[config.mk]
export PLATFORM = sky130hd
export DESIGN_NAME = boot_loader_ctrl
export DESIGN_NICKNAME = d
export VERILOG_FILES = /design/src/rtl/boot_pkg.sv /design/src/rtl/boot_byte_fetch.sv /design/src/rtl/boot_loader_ctrl.sv
export SDC_FILE = /design/constraint.sdc
export NUM_CORES = 1
export LEC_CHECK = 0
export CAP_MARGIN = 30
export CORE_ASPECT_RATIO = 1.2
export CORE_MARGIN = 2
export CORE_UTILIZATION = 52
export CTS_CLUSTER_DIAMETER = 50
export DETAILED_ROUTE_END_ITERATION = 8
export GPL_TIMING_DRIVEN = 0
export HOLD_SLACK_MARGIN = 0.08
export PLACE_DENSITY_LB_ADDON = 0.05
export SLEW_MARGIN = 25
export SYNTH_ARGS = -nofsm -noshare
export SYNTH_HDL_FRONTEND = slang
export SYNTH_SLANG_ARGS = --single-unit
[constraint.sdc]
create_clock -name clk -period 2.55 [get_ports clk]
set_input_delay 0.255 -clock clk [delete_from_list [all_inputs] [get_ports clk]]
set_output_delay 0.255 -clock clk [all_outputs]
set_load 0.05 [all_outputs]
[src/rtl/boot_pkg.sv]
// Purpose: shared types and constants for the boot image loader (FSM states, frame fields).
// Latency: n/a (package only).
// Backpressure: n/a (package only).
package boot_pkg;

  // Parser states. Only DONE and ERROR stop fetching bytes from the FIFO.
  typedef enum logic [2:0] {
    IDLE,
    LEN_LO,
    LEN_HI,
    DATA,
    CSUM,
    DONE,
    ERROR
  } boot_state_e;

  // Default frame start marker.
  localparam logic [7:0] SYNC_BYTE_DEF = 8'hA5;

  // Frame field geometry.
  localparam int BYTE_W     = 8;   // FIFO byte width
  localparam int LEN_W      = 16;  // word-count field width (LEN_LO + LEN_HI)
  localparam int WORD_W     = 32;  // IMEM word width
  localparam int WORD_BYTES = 4;   // payload bytes packed per IMEM word

  // States in which the parser wants another byte from the FIFO.
  function automatic logic is_fetch_state(input boot_state_e s);
    return (s == IDLE) || (s == LEN_LO) || (s == LEN_HI) ||
           (s == DATA) || (s == CSUM);
  endfunction

endpackage

[src/rtl/boot_byte_fetch.sv]
// Purpose: one-read-in-flight handshake on the async byte FIFO read port.
// Latency: byte_vld one cycle after the accepted fifo_rd_en; at most 1 byte per 2 cycles.
// Backpressure: no read while fifo_empty, while a read is pending, or while fetch_en is low.
//
// Ports:
//   clk, rst_n          core clock, async active-low reset
//   fetch_en            parser is in a state that consumes bytes
//   clr                 drop any pending read (parser re-entering IDLE)
//   fifo_empty          FIFO empty flag
//   fifo_rd_data        FIFO data, valid the cycle after an accepted read
//   fifo_rd_en          FIFO read strobe
//   byte_dat, byte_vld  captured byte to the parser
module boot_byte_fetch (
  input  logic       clk,
  input  logic       rst_n,
  input  logic       fetch_en,
  input  logic       clr,
  input  logic       fifo_empty,
  input  logic [7:0] fifo_rd_data,
  output logic       fifo_rd_en,
  output logic [7:0] byte_dat,
  output logic       byte_vld
);

  // armed keeps the read strobe low while reset is held and for the first
  // clock after release, so fifo_rd_en is 0 regardless of fifo_empty in reset.
  logic armed;
  logic pending;

  assign fifo_rd_en = armed && fetch_en && !fifo_empty && !pending;

  // The byte for a read issued last cycle is on fifo_rd_data now.
  assign byte_vld = pending;
  assign byte_dat = fifo_rd_data;

  always_ff @(posedge clk or negedge rst_n) begin
    if (!rst_n) begin
      armed   <= 1'b0;
      pending <= 1'b0;
    end else begin
      armed <= 1'b1;
      // rd_en is never high while pending, so this also clears pending
      // on the capture cycle.
      if (clr) begin
        pending <= 1'b0;
      end else begin
        pending <= fifo_rd_en;
      end
    end
  end

endmodule

[src/rtl/boot_loader_ctrl.sv]
// Purpose: parse a framed boot image from the byte FIFO, pack payload into IMEM words, release CPU reset on good checksum.
// Latency: imem_we 1 cycle after the 4th byte of a word is captured; DONE/ERROR 1 cycle after the deciding byte.
// Backpressure: a starved FIFO stalls the parser; no FIFO reads in DONE/ERROR until restart.
//
// Ports:
//   clk, rst_n                      core clock, async active-low reset
//   fifo_empty, fifo_rd_en,
//   fifo_rd_data                    FIFO read port (data valid the cycle after a read)
//   restart                         pulse: DONE/ERROR -> IDLE, ignored elsewhere
//   imem_we, imem_addr, imem_wdata  IMEM word write port
//   cpu_rst_n                       core reset, released only in DONE
//   done, error                     frame accepted / rejected
module boot_loader_ctrl
  import boot_pkg::*;
#(
  parameter int         ADDR_WIDTH = 12,
  parameter int         BASE_ADDR  = 0,
  parameter logic [7:0] SYNC_BYTE  = SYNC_BYTE_DEF
) (
  input  logic                  clk,
  input  logic                  rst_n,
  input  logic                  fifo_empty,
  output logic                  fifo_rd_en,
  input  logic [7:0]            fifo_rd_data,
  input  logic                  restart,
  output logic                  imem_we,
  output logic [ADDR_WIDTH-1:0] imem_addr,
  output logic [WORD_W-1:0]     imem_wdata,
  output logic                  cpu_rst_n,
  output logic                  done,
  output logic                  error
);

  localparam logic [31:0] MAX_WORDS = 32'd1 << ADDR_WIDTH;

  boot_state_e       state;
  logic [BYTE_W-1:0] len_lo_q;
  logic [LEN_W-1:0]  len_q;
  logic [LEN_W-1:0]  word_idx;
  logic [1:0]        lane;
  logic [BYTE_W-1:0] csum;
  logic [23:0]       wbuf;      // lanes 0..2 of the word being assembled
  logic              done_q;
  logic              error_q;

  logic [BYTE_W-1:0] byte_dat;
  logic              byte_vld;
  logic              leave_end;

  logic [LEN_W-1:0]  len_rx;
  logic [31:0]       len_rx_ext;
  logic [31:0]       addr_sum;

  // restart only has effect from the terminal states
  assign leave_end = restart && ((state == DONE) || (state == ERROR));

  boot_byte_fetch u_fetch (
    .clk          (clk),
    .rst_n        (rst_n),
    .fetch_en     (is_fetch_state(state)),
    .clr          (leave_end),
    .fifo_empty   (fifo_empty),
    .fifo_rd_data (fifo_rd_data),
    .fifo_rd_en   (fifo_rd_en),
    .byte_dat     (byte_dat),
    .byte_vld     (byte_vld)
  );

  assign len_rx     = {byte_dat, len_lo_q};
  assign len_rx_ext = {16'd0, len_rx};
  // IMEM address wraps modulo 2**ADDR_WIDTH via truncation.
  assign addr_sum   = 32'(BASE_ADDR) + {16'd0, word_idx};

  assign done      = done_q;
  assign error     = error_q;
  assign cpu_rst_n = done_q;

  always_ff @(posedge clk or negedge rst_n) begin
    if (!rst_n) begin
      state      <= IDLE;
      len_lo_q   <= '0;
      len_q      <= '0;
      word_idx   <= '0;
      lane       <= '0;
      csum       <= '0;
      wbuf       <= '0;
      done_q     <= 1'b0;
      error_q    <= 1'b0;
      imem_we    <= 1'b0;
      imem_addr  <= '0;
      imem_wdata <= '0;
    end else begin
      imem_we <= 1'b0;
      case (state)
        IDLE: begin
          // Anything other than the marker is line noise; drop it.
          if (byte_vld && (byte_dat == SYNC_BYTE)) begin
            state <= LEN_LO;
          end
        end

        LEN_LO: begin
          if (byte_vld) begin
            len_lo_q <= byte_dat;
            csum     <= csum + byte_dat;
            state    <= LEN_HI;
          end
        end

        LEN_HI: begin
          if (byte_vld) begin
            len_q <= len_rx;
            csum  <= csum + byte_dat;
            if (len_rx == '0) begin
              state <= CSUM;
            end else if (len_rx_ext > MAX_WORDS) begin
              state   <= ERROR;
              error_q <= 1'b1;
            end else begin
              state <= DATA;
            end
          end
        end

        DATA: begin
          if (byte_vld) begin
            csum <= csum + byte_dat;
            lane <= lane + 2'd1;
            case (lane)
              2'd0: wbuf[7:0]   <= byte_dat;
              2'd1: wbuf[15:8]  <= byte_dat;
              2'd2: wbuf[23:16] <= byte_dat;
              default: begin
                // Lane 3 completes the word; write it out next cycle.
                imem_we    <= 1'b1;
                imem_addr  <= addr_sum[ADDR_WIDTH-1:0];
                imem_wdata <= {byte_dat, wbuf};
                word_idx   <= word_idx + 16'd1;
                if (word_idx == (len_q - 16'd1)) begin
                  state <= CSUM;
                end
              end
            endcase
          end
        end

        CSUM: begin
          if (byte_vld) begin
            if (byte_dat == csum) begin
              state  <= DONE;
              done_q <= 1'b1;
            end else begin
              state   <= ERROR;
              error_q <= 1'b1;
            end
          end
        end

        DONE, ERROR: begin
          if (restart) begin
            state    <= IDLE;
            done_q   <= 1'b0;
            error_q  <= 1'b0;
            word_idx <= '0;
            lane     <= '0;
            csum     <= '0;
          end
        end

        default: begin
          state <= IDLE;
        end
      endcase
    end
  end

endmodule
After elaboration in Yosys (flattened, before gate mapping)
Cells that the tools add are included.
Widths: inputs -> output; s select.
{"block": "word_totals", "reg_bits": 126, "in_bits": 12, "output_inout_bits": 49}
{"block": "op_classes", "bitwise_logic": 1, "muxes": 36, "n_eq_ne": 24, "n_reduce_logical": 34, "add_sub_neg": 4, "magnitude_cmp": 1}
{"cell": "$mux 16", "count": 3}
{"cell": "$pmux 16 s2", "count": 1}
{"cell": "$mux 3", "count": 10}
{"cell": "$ne 2x1->1 const B", "count": 9}
{"cell": "$pmux 3 s6", "count": 1}
{"cell": "$reduce_and 3->1", "count": 6}
{"cell": "$add 16x1->16 const B", "count": 1}
{"cell": "$eq 16x16->1", "count": 1}
{"cell": "$gt 16x13->1 const B", "count": 1}
{"cell": "$logic_not 16->1", "count": 1}
{"cell": "$mux 8", "count": 2}
{"cell": "$pmux 8 s2", "count": 1}
{"cell": "$sub 16x1->16 const B", "count": 1}
{"cell": "$mux 1", "count": 12}
{"cell": "$eq 3x3->1 const B", "count": 3}
{"cell": "$add 8x8->8", "count": 1}
{"cell": "$eq 8x8->1", "count": 1}
{"cell": "$eq 8x8->1 const B", "count": 1}
{"cell": "$ne 2x2->1 const B", "count": 4}
{"cell": "$reduce_and 4->1", "count": 2}
{"cell": "$reduce_and 8->1", "count": 1}
{"cell": "$reduce_and 7->1", "count": 1}
{"cell": "$eq 3x2->1 const B", "count": 2}
{"cell": "$mux 2", "count": 3}
{"cell": "18 further kinds", "count": 31}

Depth between registers and ports, before layout
Gate-level depths: netlist (run 1).
{"block": "logic_depth", "depth_word": 9, "depth_mapped": 10, "mapped_depth_nobuf": 9}

Hierarchy
From an unflattened synthesis (run 1), not the netlist that was laid out.
{"block": "hier_totals", "cells_unflattened": 522, "hier_area_um2": 6149.6}
{"module": "boot_loader_ctrl", "instances": 1, "seq_area_each_um2": 3103.0, "area_each_um2": 6014.5, "cells_each": 509}
{"module": "boot_byte_fetch", "instances": 1, "seq_area_each_um2": 50.0, "area_each_um2": 135.1, "cells_each": 13}

Least setup slack after synthesis (run 1)
No wires, ideal clock.
{"block": "synth_timing", "path_type": "register -> register", "from": "register len_q[3]", "to": "register state[1]", "synth_period_minus_slack_ns": 2.365, "stages_incl_launch_ff": 9, "arrival_time_ns": 2.219, "setup_slack_ns": 0.185, "path_cell_list": "dfrtp_1 -> buf_6 -> or4_4 -> nor3_2 -> nand4_1 -> a311oi_1 -> nor3_1 -> nor4_2 -> a311oi_1"}
{"block": "synth_between", "elab_chain_len": 4}
{"element": "start: declaration", "line_no": "boot_loader_ctrl.sv:38", "rtl": "logic [LEN_W-1:0] len_q;"}
{"element": "start signal: assignment", "line_no": "boot_loader_ctrl.sv:112", "rtl": "len_q <= len_rx;"}
{"element": "$sub 16x1->16", "line_no": "boot_loader_ctrl.sv:139", "rtl": "if (word_idx == (len_q - 16'd1)) begin"}
{"element": "$eq 16x16->1", "line_no": "boot_loader_ctrl.sv:139"}
{"element": "$ne 2x1->1 (no line)"}
{"element": "$reduce_and 8->1 (no line)"}
{"element": "end signal: assignment", "line_no": "boot_loader_ctrl.sv:140", "rtl": "state <= CSUM;"}
{"element": "end signal: assignment", "line_no": "boot_loader_ctrl.sv:150", "rtl": "state <= DONE;"}
{"element": "end signal: assignment", "line_no": "boot_loader_ctrl.sv:153", "rtl": "state <= ERROR;"}
{"element": "end: declaration", "line_no": "boot_loader_ctrl.sv:36", "rtl": "boot_state_e state;"}
No other way between the ends.
A chain may end at the register's enable or synchronous reset.

Worst setup path in the final report (run 1)
{"block": "layout_timing", "from": "register len_q[4]", "to": "register state[1]"}
The elaborated chain is that of the path after synthesis.

==> qor.tcl, run 1 <==
set qor(outcome) {completed}
set qor(rsz0062_at_grt) {true}
set qor(synth.distinct_cells) 59
set qor(post_drt_via_cell_ratio) 5.61
set qor(drcViolationCount) 0
set qor(cp-startpoint) {len_q[4]}
set qor(cts.sinks) 126
set qor(crit_path_start_kind) {register}
set qor(timing.setup.critical_path_class) {reg2reg}
set qor(layout-drive-gt1-share) 0.237
set qor(cp_data_arrival_time_ps) 2790
set qor(post_place_instance_area_sq_um) 6980
set qor(area_growth_syn_to_layout_pct) 24.7
set qor(post_synth_design_cell_area_sq_um) 6150
set qor(dp_hpwl_mm) 9.68
set qor(synth_top_flop_cell) {dfrtp_1}
set qor(power.density_cell_area_nw_per_um2) 1040
set qor(critical-path-top-delay-family) {simple AND/OR/NAND/NOR gates}
set qor(clock_insertion_delay_worst_skew_ps) 410
set qor(portBuffers) 59
set qor(clk_transition_reported_paths_ps) 60
set qor(total_congestion_overflow_after_global_routing) 0
set qor(report.final.slew_viol_count) 0
set qor(slew_headroom) 0.476
set qor(finalInstanceArea_sq_um) 7680
set qor(drt-pass1-iter-count) 5
set qor(post_drt_wl_per_cell_um) 17.8
set qor(finalWirelength_mm) 14.1
set qor(global_route_wire_length_before_repair_mm) 22.7
set qor(leakagePower_nw) 3.53
set qor(fmax_ghz) 0.396
set qor(worstPathCellList) {or4_4 > a32oi_1 > o211ai_1 > nor4_1 > o211ai_1 > nor4_2 > buf_4 > a311oi_1}
set qor(grt_max_degree) 77
set qor(worst_hold_path_type) {in2async}
set qor(setup.worst_path.end_class) {register}
set qor(synth.avg_cell_area_sq_um) 11.5
set qor(finalHoldViolCount) 0
set qor(max_cap_violations) 0
set qor(worst-path-max-fanout) 6
set qor(mostFrequentLayoutCell) {dfrtp_1}
set qor(crit-reg2reg-launch) {len_q[4]}
set qor(timing.clock.skew_ps) 6.47
set qor(cts_max_level) 4
set qor(max_slew.worst_pin.slew_ps) 786
set qor(placement_rows) 43
set qor(detail_route.iter0.violations) 142
set qor(commonest_cells_after_routing_fill_and_taps_aside) {123 x dfrtp_1, 85 x mux2_2, 55 x clkdlybuf4s50_1}
set qor(timing.critical_path.required_ps) 2810
set qor(dieWidth_um) 103
set qor(design.portCount) 61
set qor(core-area_sq_um) 11600
set qor(reg2reg_setup_slack_ps) 20
set qor(final_weighted_congestion_of_routability_driven_global_placement) 0.875
set qor(numCtsBuffers) 17
set qor(syn_nets) 563
set qor(design.die.area_sq_um) 12700
set qor(first_global_vias) 4431
set qor(finish.net_count) 646
set qor(finalSetupViolations) 0
set qor(vdd_drop_max_mv) 0.953
set qor(die_h_um) 123
set qor(floorplan.initialDensity) 0.532
set qor(async_flop_share) 1.00
set qor(remaining_antenna_violation_count_after_routing) 0
set qor(clock_tree.buffer_depth) 2
set qor(worstReg2RegEnd) {state[1]}
set qor(tritoncts) {done}
set qor(global_route.usage.total) 0.238
set qor(number_of_enable_flip_flop_cells_after_synthesis) 0
set qor(finalCriticalPeriod_ps) 2530
set qor(ys_warn_count) 0
set qor(crit_top_cell) {o211ai_1}
set qor(total_buffers_and_inverters_traversed_by_the_critical_path) 1
set qor(synth.ff_latch_count) 126
set qor(reg2regPathDepth) 8
set qor(clock-root-buffer) {clkbuf_16}
set qor(vias) 4437
set qor(cp_slowest_cell) {or4_4}
set qor(critPathMaxStageDelay_ps) 610
set qor(synthCells) 537
set qor(fin_util) 0.664
set qor(min_period_over_period) 0.991
set qor(synth_seq_area_share) 0.512
set qor(initial_antenna_violation_count) 0
## worst reg2reg max path, cell delays in order, from the launching register on
cell      delay, ps
dfrtp_2         460
or4_4           610
a32oi_1         210
o211ai_1        130
nor4_1          290
o211ai_1        190
nor4_2          230
buf_4           170
a311oi_1         90
## cell type report
class / count / area (sq um)
diodes: 1 / 2.50
plain buffers: 26 / 118
clock buffers: 19 / 443
clock inverters: 13 / 154
fillers: 901 / 3890
inverters: 16 / 60.1
multi-input cells: 367 / 2880
flip-flops and latches: 126 / 3160
well taps: 157 / 196
repair buffers: 66 / 671
## cells in the mapped netlist, drive strengths merged (2+ instances only)
master	count	area (sq um)
dfrtp	126	3150
mux2	85	957
nor2	39	146
nand2	35	131
xor2	22	193
clkbuf	20	75.1
o21ai	18	90.1
xnor2	17	149
inv	16	60.1
a21oi	14	70.1
ha	13	163
nor3	10	65.1
nor4	10	83.8
and3	9	56.3
nand2b	9	56.3
o22ai	9	56.3
buf	8	46.3
nand3	8	40.0
nand4	7	43.8
mux2i	5	50.1
nor2b	4	25.0
a21boi	3	22.5
nand3b	3	22.5
o211a	3	30.0
o211ai	3	22.5
or4	3	26.3
a2111oi	2	17.5
a211oi	2	15.0
a21o	2	15.0
a22o	2	17.5
a2bb2oi	2	23.8
a311oi	2	17.5
a41oi	2	17.5
and2	2	12.5
nand4b	2	17.5
o21a	2	15.0
o21bai	2	15.0
o41ai	2	17.5
or2	2	12.5
or3	2	12.5
## worst max path at each step
stage | end | slack, ps | cells after the start
finish | state[1] | 20 | 8
global route | state[1] | -100 | 8
CTS | imem_wdata[5] | 30 | 8
global placement | csum[5] | -3570 | 1
floorplan | state[1] | 190 | 8
detailed placement | csum[7] | -520 | 9
## per-stage QoR
step / worst slack, ps / TNS, ps / power (mW) / hold WS [ps] / cells
after global routing: -96.5 / -222 / 8.33 / 467 / 790
after detailed placement: -517 / -2270 / 5.59 / 269 / 755
after CTS: 27.4 / 0 / 8.04 / 425 / 788
after global placement: -3570 / -450140 / 5.51 / 459 / 753
final: 23.6 / 0 / 7.97 / 406 / 791
after floorplan: 185 / 0 / 4.70 / -40.6 / 537
## timing repair
action | CTS | global route
buffers inserted | 1 | 3
pin swaps | 1 | 10
resized for setup | 6 | 17
endpoints found under the setup margin | 24 | 21
hold buffers | 1 | 0
endpoints found under the hold margin | 75 | 0
## layer usage
layer,track usage,share of wire,up-vias
li1,-,-,2083
met1,0.288,0.42,2238
met2,0.413,0.53,88
met3,0.0492,0.030,28
met4,0.0962,0.027,0
met5,0,0,-
## power breakdown
part / switching (mW) / total (mW) / internal [mW]
Combinational: 1.61 / 2.67 / 1.06
Clock: 0.927 / 2.41 / 1.49
Sequential: 0.328 / 2.89 / 2.56
## registers in the layout (all words and copies together) (netlist names)
signal and flops:
cpu_rst_n 1, csum 8, error 1, imem_addr 12, imem_wdata 32, imem_we 1
lane 2, len_lo_q 8, len_q 16, state 3, u_fetch.armed 1, u_fetch.byte_vld 1
wbuf 24, word_idx 16
## cell families (layout without fill, tap and decap cells)
logic type               count (synthesis)  after routing  share of synthesized area
XOR/XNOR                                39             39                     0.0555
buffers and inverters                   44            140                     0.0295
AO/OA/AOI/OAI                           77             77                     0.0854
adder cells (fa/ha/maj)                 14             14                     0.0297
other                                    1              2                   0.000609
flip-flops                             126            126                      0.512
AND/OR/NAND/NOR                        146            146                      0.123
multiplexers                            90             90                      0.164
Power figures use the tool's default switching activity.
==> run 2: changes to the inputs <==
--- a/config.mk
+++ b/config.mk
@@ -8,9 +8,10 @@
 export CAP_MARGIN = 30
 export CORE_ASPECT_RATIO = 1.2
 export CORE_MARGIN = 2
-export CORE_UTILIZATION = 52
+export CORE_UTILIZATION = 55
 export CTS_CLUSTER_DIAMETER = 50
 export DETAILED_ROUTE_END_ITERATION = 8
+export DONT_BUFFER_PORTS = 1
 export GPL_TIMING_DRIVEN = 0
 export HOLD_SLACK_MARGIN = 0.08
 export PLACE_DENSITY_LB_ADDON = 0.05
==> run 2 against run 1 <==
Against the previous run:
- the flow now finishes with violations (hold timing)
- sequential power up 35%
- final area shrank 8.5%
- wire length decreased by 1.3%
- critical path type unchanged
- critical endpoint unchanged
==> qor.tcl, run 2 (synthesis results as in run 1) <==
set qor(worstPathCellList) {buf_6 > or4_4 > nor3_4 > nand4_1 > a311oi_2 > nor3_1 > nor4_2 > buf_4 > a311oi_1}
set qor(outcome) {complete, but fails checks}
set qor(drcViolationCount) 0 ;# unchanged
set qor(crit_path_start_kind) {register}
set qor(switchingPower_mw) 2.70 ;# -5.8%
set qor(power.total_mw) 7.21 ;# -9.6%
set qor(fin_util) 0.640 ;# -0.0238
set qor(gr-usage-met2) 0.426 ;# +0.0130
set qor(post_drt_via_cell_ratio) 5.85 ;# +4.4%
set qor(worst_hold_path_type) {in2async}
set qor(vdd_drop_max_mv) 0.748 ;# -21%
set qor(rsz0062_at_grt) {true}
set qor(portBuffers) 0 ;# -100%
set qor(worst-path-max-fanout) 9 ;# +3
set qor(drt-pass1-iter-count) 5 ;# unchanged
set qor(top_register) {imem_wdata}
set qor(design.portCount) 61 ;# unchanged
set qor(mostFrequentLayoutCell) {dfrtp_1}
set qor(dp_hpwl_mm) 9.14 ;# -5.6%
set qor(finalInstanceArea_sq_um) 7030 ;# -8.5%
set qor(dpl_worst_slack_ps) -260 ;# +257 ps
set qor(antenna_cells_inserted) 0 ;# -1
set qor(setup.worst_path.end_class) {register}
set qor(whs_ps) -459 ;# -866 ps
set qor(floorplan.initialDensity) 0.560 ;# +0.0283
set qor(violations) {hold timing}
set qor(gr-max-usage-layer) {met2}
set qor(clock_insertion_delay_worst_skew_ps) 410 ;# about the same
set qor(max_cap_violations) 0 ;# unchanged
set qor(finalSetupViolations) 0 ;# unchanged
set qor(min_period_over_period) 0.994 ;# +0.00332
set qor(report.final.slew_viol_count) 0 ;# unchanged
set qor(cell_int_power_mw) 4.51 ;# -12%
set qor(final_weighted_congestion_of_routability_driven_global_placement) 0.903 ;# +3.1%
set qor(design.die.area_sq_um) 12100 ;# -5.3%
set qor(commonest_cells_after_routing_fill_and_taps_aside) {122 x dfrtp_1, 85 x mux2_2, 38 x nor2_1}
set qor(finish.net_count) 592 ;# -8.4%
set qor(switching_share) 0.374 ;# +0.0150
set qor(cts_max_level) 4 ;# unchanged
set qor(clk_transition_reported_paths_ps) 60 ;# about the same
set qor(timing.clock.skew_ps) 7.22 ;# +0.745 ps
set qor(core-area_sq_um) 11000 ;# -5.1%
set qor(clock_power_share) 0.311 ;# +0.008
set qor(area_growth_syn_to_layout_pct) 14.2
set qor(setup_slack_ps) 15.1 ;# -8.47 ps
set qor(fillers) 860 ;# -4.6%
set qor(vias) 4157 ;# -6.3%
set qor(cts.sinks) 126 ;# unchanged
set qor(largest_register_ffs) 32 ;# unchanged
set qor(clock_tree.buffer_depth) 2 ;# unchanged
set qor(seqPwrFrac) 0.541 ;# +0.179
set qor(registers_with_the_highest_flip_flop_counts) {imem_wdata (32), wbuf (24)}
set qor(cp_slowest_cell) {or4_4}
set qor(placement_rows) 42 ;# -2.3%
set qor(layout-drive-gt1-share) 0.258 ;# +0.0208
set qor(groute.layer.met3.usage) 0.0542 ;# +0.00498
set qor(critPathMaxStageDelay_ps) 580 ;# -30 ps
set qor(die_h_um) 120 ;# -2.7%
set qor(use_met1) 0.305 ;# +0.0174
set qor(detail_route.iter0.violations) 215 ;# +51%
set qor(timing.setup.tns_ps) 0 ;# unchanged
set qor(post_place_instance_area_sq_um) 6320 ;# -9.4%
set qor(leakagePower_nw) 3.27 ;# -7.3%
set qor(tritoncts) {done}
set qor(clock-root-buffer) {clkbuf_16}
set qor(post_drt_wl_per_cell_um) 19.6 ;# +9.9%
set qor(total_buffers_and_inverters_traversed_by_the_critical_path) 2 ;# +1
set qor(cts_hold_buffers) 5 ;# +4
set qor(timing.setup.critical_path_class) {reg2reg}
set qor(slew_headroom) 0.534 ;# +0.0581
set qor(finalCriticalPeriod_ps) 2530 ;# +8.47 ps
set qor(pwr-share-comb) 0.148 ;# -0.187
set qor(power.density_cell_area_nw_per_um2) 1030 ;# -1.2%
set qor(max_slew.worst_pin.slew_ps) 699 ;# -87.1 ps
set qor(critical-path-top-delay-family) {simple AND/OR/NAND/NOR gates}
set qor(fmax_ghz) 0.395 ;# -0.33%
set qor(finalHoldViolCount) 126 ;# +126
set qor(finalWirelength_mm) 13.9 ;# -1.3%
set qor(remaining_antenna_violation_count_after_routing) 0 ;# unchanged
set qor(global_route_wire_length_before_repair_mm) 22.7 ;# +0.18%
set qor(total_congestion_overflow_after_global_routing) 0 ;# unchanged
set qor(timing.critical_path.required_ps) 2800 ;# about the same
set qor(numCtsBuffers) 17 ;# unchanged
set qor(cp_data_arrival_time_ps) 2790 ;# about the same
set qor(grt_max_degree) 127 ;# +65%
set qor(global_route.usage.total) 0.246 ;# +0.00792
set qor(dieWidth_um) 101 ;# -2.7%
set qor(first_global_vias) 4349 ;# -1.9%
set qor(initial_antenna_violation_count) 0 ;# unchanged
[run 2: power groups by stage]
| stage | sequential, mW | clock (mW) | combinational (mW) |
|---|---|---|---|
| 2_1_floorplan | 3.81 | 0 | 0.891 |
| 3_3_place_gp | 3.91 | 0 | 0.995 |
| 3_5_place_dp | 3.94 | 0 | 1.04 |
| 4_1_cts | 3.91 | 2.29 | 1.07 |
| 5_1_grt | 3.97 | 2.37 | 1.20 |
| 6_report | 3.90 | 2.24 | 1.06 |
[run 2: routing by layer]
layer / up-vias / part of all wire
li1: 1968 / -
met5: - / 0
met1: 2089 / 0.44
met3: 19 / 0.031
met4: 0 / 0.015
met2: 81 / 0.52
[run 2: cell type report]
type                    count  area, sq um  area share
plain buffers              27          124      0.0176
clock buffers              19          443      0.0630
clock inverters            12          115      0.0164
inverters                  16         60.1     0.00855
multi-input cells         367         2870       0.408
flip-flops and latches    126         3160       0.449
well taps                 132          165      0.0235
repair buffers             11         92.6      0.0132
[run 2: path summary, 6_finish.rpt]
path	from	slack, ps	to	cells after the start
hold reg to reg	wbuf[23]	480	wbuf[23]	2
setup reg to reg	len_q[3]	20	state[1]	9
setup / recovery	len_q[3]	20	state[1]	9
hold / removal	rst_n	-460	word_idx[2]	0
min in group clk	restart	210	error	4
max in group asynchronous	rst_n	2840	u_fetch.byte_vld	0
[run 2: what timing repair did]
item	CTS	global route
buffers inserted	1	4
endpoints found under the setup margin	22	21
endpoints found under the hold margin	151	126
cloned	0	0
pin swaps	1	8
gates resized for setup	5	15
[run 2: stage by stage]
| stage | hold WS (ps) | instances |
|---|---|---|
| floorplan | -40.6 | 537 |
| global placement | -38.0 | 669 |
| detailed placement | -37.0 | 670 |
| CTS | -477 | 706 |
| global route | -481 | 710 |
| finish | -459 | 710 |
